==> src/rtl/pipeline_sequencer.sv <==
// Pipeline sequencer: sequences PC / IF/ID / ID/EX enables through
// IDLE, FILL, RUN and DRAIN, inserting one-cycle load-use stall bubbles.
//
// Ports:
//   clock, reset_n     : negedge-active clock, async active-low reset
//   run                : start request (IDLE only)
//   halt_req           : external stop (FILL and RUN only)
//   ifid_instr         : IF/ID instruction, op/rs/rt fields
//   ex_reg_write       : RegWrite of instruction in EX
//   ex_write_reg       : destination register of instruction in EX
//   pc_clear           : zero PC at next edge
//   pc_enable          : PC may load NextPC
//   ifid_enable        : IF/ID may load
//   idex_bubble        : ID/EX loads zero control
//   ifid_valid         : IF/ID holds a real instruction
//   busy               : not IDLE
//   done               : one-cycle pulse after DRAIN completes
//   state              : IDLE=00 FILL=01 RUN=10 DRAIN=11
//   stall_count        : saturating hazard stall count since last start
module pipeline_sequencer (
    input  logic        clock,
    input  logic        reset_n,
    input  logic        run,
    input  logic        halt_req,
    input  logic [15:0] ifid_instr,
    input  logic        ex_reg_write,
    input  logic [1:0]  ex_write_reg,
    output logic        pc_clear,
    output logic        pc_enable,
    output logic        ifid_enable,
    output logic        idex_bubble,
    output logic        ifid_valid,
    output logic        busy,
    output logic        done,
    output logic [1:0]  state,
    output logic [7:0]  stall_count
);

    typedef enum logic [1:0] {
        IDLE  = 2'b00,
        FILL  = 2'b01,
        RUN   = 2'b10,
        DRAIN = 2'b11
    } seqState_t;

    seqState_t  curState;
    seqState_t  nextState;
    logic       ifidValid;
    logic       doneReg;
    logic       drainCnt;
    logic [7:0] stallCount;

    logic [3:0] op;
    logic [1:0] rs;
    logic [1:0] rt;
    logic       hazard;
    logic       haltHit;
    logic       stopRun;

    logic       startRun;
    logic       enterDrain;
    logic       countStall;
    logic       drainExit;

    assign op = ifid_instr[15:12];
    assign rs = ifid_instr[11:10];
    assign rt = ifid_instr[9:8];

    // rt is only a source operand for R-type (op 0)
    assign hazard = ifidValid && ex_reg_write &&
                    ((rs == ex_write_reg) ||
                     ((op == 4'b0000) && (rt == ex_write_reg)));

    assign haltHit = ifidValid && (op == 4'b1111);
    assign stopRun = halt_req || haltHit;

    always_comb begin
        nextState   = curState;
        pc_clear    = 1'b0;
        pc_enable   = 1'b0;
        ifid_enable = 1'b0;
        idex_bubble = 1'b1;
        startRun    = 1'b0;
        enterDrain  = 1'b0;
        countStall  = 1'b0;
        drainExit   = 1'b0;
        unique case (curState)
            IDLE: begin
                pc_clear = run;
                if (run) begin
                    nextState = FILL;
                    startRun  = 1'b1;
                end
            end
            FILL: begin
                pc_enable   = 1'b1;
                ifid_enable = 1'b1;
                if (halt_req) begin
                    nextState  = DRAIN;
                    enterDrain = 1'b1;
                end else begin
                    nextState = RUN;
                end
            end
            RUN: begin
                // stop wins over hazard; a stopped stall is not counted
                priority case (1'b1)
                    stopRun: begin
                        nextState  = DRAIN;
                        enterDrain = 1'b1;
                    end
                    hazard: begin
                        countStall = 1'b1;
                    end
                    default: begin
                        pc_enable   = 1'b1;
                        ifid_enable = 1'b1;
                        idex_bubble = 1'b0;
                    end
                endcase
            end
            DRAIN: begin
                if (drainCnt) begin
                    nextState = IDLE;
                    drainExit = 1'b1;
                end
            end
            default: begin
                nextState = IDLE;
            end
        endcase
    end

    always_ff @(negedge clock or negedge reset_n) begin
        if (!reset_n) begin
            curState   <= IDLE;
            ifidValid  <= 1'b0;
            doneReg    <= 1'b0;
            drainCnt   <= 1'b0;
            stallCount <= 8'h00;
        end else begin
            curState <= nextState;
            doneReg  <= drainExit;

            if (startRun || enterDrain) begin
                ifidValid <= 1'b0;
            end else if (curState == FILL) begin
                ifidValid <= 1'b1;
            end

            if (enterDrain) begin
                drainCnt <= 1'b0;
            end else if (curState == DRAIN) begin
                drainCnt <= ~drainCnt;
            end

            if (startRun) begin
                stallCount <= 8'h00;
            end else if (countStall && (stallCount != 8'hFF)) begin
                stallCount <= stallCount + 8'h01;
            end
        end
    end

    assign state       = curState;
    assign ifid_valid  = ifidValid;
    assign done        = doneReg;
    assign busy        = (curState != IDLE);
    assign stall_count = stallCount;

endmodule

==> config.mk <==
export PLATFORM = sky130hd
export DESIGN_NAME = pipeline_sequencer
export DESIGN_NICKNAME = d
export VERILOG_FILES = /design/src/rtl/pipeline_sequencer.sv
export SDC_FILE = /design/constraint.sdc
export NUM_CORES = 1
export LEC_CHECK = 0
export ABC_AREA = 1
export CAP_MARGIN = 20
export CORE_MARGIN = 4
export CORE_UTILIZATION = 42
export DETAILED_ROUTE_END_ITERATION = 10
export PLACE_DENSITY = 0.79
export SLEW_MARGIN = 25
export SYNTH_ARGS = -nofsm -noshare
export SYNTH_HDL_FRONTEND = slang
export SYNTH_SLANG_ARGS = --single-unit
==> constraint.sdc <==
create_clock -name clock -period 2.1 [get_ports clock]
set_clock_uncertainty 0.2 [all_clocks]
set_input_delay 0.42 -clock clock [delete_from_list [all_inputs] [get_ports clock]]
set_output_delay 0.42 -clock clock [all_outputs]
set_load 0.005 [all_outputs]
Yosys cells after proc, flatten, opt, wreduce, memory -nomap -nowiden
Cells that the tools add are included.
{"block": "op_classes", "n_addsub": 1, "eq_ne": 10, "muxes": 27, "bitwise_logic": 1, "reduce_logical": 15}
{"op": "1-bit two-way mux", "count": 19}
{"op": "8-bit two-way mux", "count": 2}
{"op": "8-bit by 1-bit adder with 8-bit output (second input constant)", "count": 1}
{"op": "8-bit != test (second input constant)", "count": 1}
{"op": "2-bit one-hot mux with 4 select lines", "count": 1}
{"op": "2-bit nonzero test", "count": 4}
{"op": "2-bit two-way mux", "count": 3}
{"op": "2-bit != test (second input constant)", "count": 3}
{"op": "1-bit logical AND", "count": 5}
{"op": "2-bit == test", "count": 2}
{"op": "2-bit == test (second input constant)", "count": 2}
{"op": "4-bit == test (second input constant)", "count": 1}
{"op": "4-bit logical NOT", "count": 1}
{"op": "1-bit one-hot mux with 2 select lines", "count": 2}
{"op": "1-bit logical OR", "count": 3}
{"op": "3-bit AND reduction", "count": 1}
{"op": "2-bit by 1-bit == test with 1-bit output (second input constant)", "count": 1}
{"op": "2-bit logical NOT", "count": 1}
{"op": "1-bit inverter", "count": 1}
{"block": "word_totals", "register_bits": 13, "inputBits": 23, "output_inout_bits": 17}

Longest topological paths before layout
{"block": "depth", "depth_word": 10, "mapped_depth": 10, "depth_no_buf": 9}

==> reports/qor.log <==
[run_status] outcome finished with violations
[run_status] failing checks negative setup slack
[critical_path] beginning of the worst register-to-register path stall_count[0]$_DFFE_NN0P_
[yosys] share of the synthesized area in the top cell type 33.9%
[final_layout] final design area excluding fillers 1700 um2
[critical_path] cells along the critical path inv_2 > ha_4 > inv_1 > a21oi_2 > buf_2
[placement] cell area after placement 1540 um2
[drt] Vias/cell 4.98
[clock_tree] deepest clock path buffer count 2
[clock_tree] Clock Root Buffer clkbuf_4
[power_and_ir_drop] static leakage 0.000942 uW
[critical_path] cell family contributing the most delay on the critical path flip-flops
[critical_path] kind of launch point of the worst setup path flip-flop
[final_layout] share of layout cells above drive strength 1 53.6%
[yosys] fraction of the mapped netlist area in compound gates 5.21%
[sta] worst slew margin relative to its limit 84.2%
[drt] DR WL/cell 13.5 um
[yosys] cells after synthesis 129
[min_path] Worst Hold Class flip-flop to flip-flop
[yosys] cell taking the most area after synthesis dfrtn_1
[yosys] synthesized area 961 um2
[yosys] post-synthesis mux area share 0%
[sta] Pins Over Slew Limit 0
[floorplanning] Die Outline Area 3120 um2
[global_routing] first-pass GRT wire length 5.06 mm
[drt] antenna-violating nets left 0
[sta] Final Worst Setup Slack -0.989 ns
[yosys] number of warnings reported in the yosys synthesis log 0
[final_layout] number of nets in the final layout 226
[yosys] largest family of logic cells by synthesized area simple AND/OR/NAND/NOR gates
[drt] overall via count from detail_route 1,115
[critical_path] Worst EP arrival 2.47 ns
[global_routing] final global-route overflow total 0
[final_layout] area growth from synthesis to layout 76.4%
[floorplanning] die outline width 55.8 um
[drt] length of the first detailed-routing pass in iterations 6
[clock_tree] quantity of hold-fixing buffers added after cts 0
[sta] Worst Max-Slew Pin Slew 0.237 ns
[yosys] Avg Synthesized Cell Area 7.45 um2
[global_routing] via count of the first global-routing pass 1,198
[placement] worst slack after detailed placement -1.10 ns
[critical_path] longest individual stage delay on the worst path 0.47 ns
[power_and_ir_drop] maximum resistive drop on vdd 0.891 mV
[critical_path] kind of critical path flip-flop to primary output
[clock_tree] Num Clock Sinks 13
[floorplanning] boundary pin count 40
[placement] I/O Buffers 31
[floorplanning] vertical die dimension 55.8 um
[power_and_ir_drop] power per standard cell area 932 nW/um2
[final_layout] post-layout util 77.4%
[yosys] number of enable flip-flop cells after synthesis 0
[global_routing] antenna violations before repair 0
[critical_path] CP Max Fanout 3
[run] Max-Cap Viols 0
[sta] unrepaired setup endpoints after global routing true
[placement] final weighted congestion of routability-driven global placement 0.842
[yosys] arithmetic-cell share of the synthesized area counting full adders, half adders and majority gates 7.81%
[critical_path] launch point of the worst path state[1]$_DFFE_NN0P_
[yosys] share of flip-flops with an asynchronous set or reset after synthesis 100%
[global_routing] largest net degree at the start of global routing 18
[clock_tree] number of CTS-inserted buffers 3
[sta] total of endpoints with negative setup slack in the final report 29
[yosys] sequential fraction of the synthesis area 33.9%
[clock_tree] source-to-sink clock delay at the later pin of the worst-skew pair 0.28 ns
[final_layout] area used by multi-input combinational logic 674 um2
[floorplanning] Core ar. 2190 um2
[yosys] post-synth cell types 23
[drt] starting DRC count in detailed routing 15
[sta] Final Hold Viols 0
[yosys] synthesized-area fraction occupied by and/or/nand/nor cells 35.7%
[final_layout] area occupied by registers 325 um2
[critical_path] data required time of the worst path 1.48 ns
[clock_tree] count of H-tree levels built during CTS 1
[floorplanning] row cnt 17
[min_path] beginning of the worst hold path stall_count[1]$_DFFE_NN0P_
[critical_path] Buf+Inv Stages, Crit Path 3
[final_layout] final antenna diode count 0
[final_layout] fill cell instance count of the final layout 163
[drt] Remaining DRCs 0
[clock_tree] TritonCTS clock tree yes
[power_and_ir_drop] PnR Total Power 1580 uW
[critical_path] kind of end point of the critical path primary output
[drt] WL final 3.04 mm
[yosys] XOR/XNOR Fraction of Synth Area 6.38%
[global_routing] total global-route track usage 20.1%
[yosys] number of flip-flops and latches in the synthesized netlist 13
[yosys] synthesized netlist net count 158
[critical_path] slowest cell on the critical path dfrtn_1
[clock_tree] CTS clock-pin slew for the worst setup and hold paths 0.06 ns
[placement] Post-DP HPWL 2.06 mm
[yosys] top area cells in the synthesized netlist dfrtn_1 (34%), nand2_1 (13%), inv_1 (9.4%)
[floorplanning] initial core utilization 43.9%
[yosys] dominant register cell in the synthesized netlist dfrtn_1
==> flip-flops by register name (all words and copies together) (netlist names) <==
signal       flops
ifid_valid       1
stall_count      8
done             1
drainCnt         1
state            2
==> cell usage after synthesis (2+ instances only) <==
library cell and number:
a21oi_1 2, dfrtn_1 13, ha_1 6, inv_1 24, nand2_1 32, nand3_1 9, nand3_2 3, nand4_1 9
nor2_1 9, nor2_4 2, o21ai_0 3, xnor2_1 4, xor2_1 3
==> per-stage QoR <==
step	instances	hold WS, ns	setup TNS [ns]
after CTS	222	0.358	-14.10
final	224	0.355	-13.40
after floorplan	129	0.238	-7.51
after global routing	224	0.384	-15.02
after global placement	208	0.274	-21.77
after detailed placement	208	0.288	-22.58
==> cells by family after synthesis <==
kind of cell,count (synthesis)
AOI/OAI and AO/OA,8
xor gates and xnor gates,7
adders and majority gates,6
buffers and inverters,27
DFF,13
and+or+nand+nor,68
==> tightest hold or removal path: stages, from the launching register on <==
cell     delay (ns)
dfrtn_1        0.41
buf_4          0.12
nand3_2        0.06
nand2_1        0.05
==> layer usage <==
| metal | part of all wire (%) | GRT usage (%) |
|---|---|---|
| met4 | 1.4 | 5.42 |
| met5 | 0 | 0 |
| met1 | 38 | 20.5 |
| met3 | 5.8 | 5.57 |
| met2 | 55 | 39.5 |
==> final timing paths <==
kind / depth (start not counted) / slack, ns / endpoint
max: 5 / -0.99 / pc_enable
min: 3 / 0.36 / stall_count[1]$_DFFE_NN0P_
max reg2reg: 13 / 0 / stall_count[2]$_DFFE_NN0P_
min reg2reg: 3 / 0.36 / stall_count[1]$_DFFE_NN0P_
max in group asynchronous: 2 / 0.35 / stall_count[5]$_DFFE_NN0P_
min in group asynchronous: 2 / 1.21 / stall_count[4]$_DFFE_NN0P_
==> timing repair <==
| action | 4_1_cts | 5_1_grt |
|---|---|---|
| pin swaps | 14 | 10 |
| gates resized for setup | 130 | 11 |
| buffers inserted | 11 | 4 |
| hold endpoints to repair | 0 | 0 |
| setup endpoints to repair | 29 | 29 |
==> final cells by class <==
cell class | instances | share of cell area (%)
clock buffers | 4 | 1.55
inverters | 25 | 5.98
multi-input cells | 89 | 39.8
flip-flops and latches | 13 | 19.2
well taps | 28 | 2.07
repair buffers | 65 | 31.4
==> placed cells by master (no fill, tap or decap), types with 2 or more instances in the layout <==
cell type / n
buf_4: 29
nand2_1: 23
inv_1: 14
buf_2: 14
dfrtn_1: 13
buf_6: 11
nand3_2: 10
inv_2: 9
nand4_1: 9
nor2_1: 8
nand2_2: 8
dlygate4sd2_1: 6
xnor2_1: 4
nor2_4: 3
xor2_1: 3
ha_1: 3
clkbuf_4: 3
nand2_4: 2
nand3_4: 2
a21oi_2: 2
ha_4: 2
==> where the power goes <==
group	leakage [uW]	internal, uW	switching (uW)
sequential	0.000173	309	54.7
combinational	0.000754	547	515
clock	0.0000150	73.5	80.7
Power figures use the tool's default switching activity.
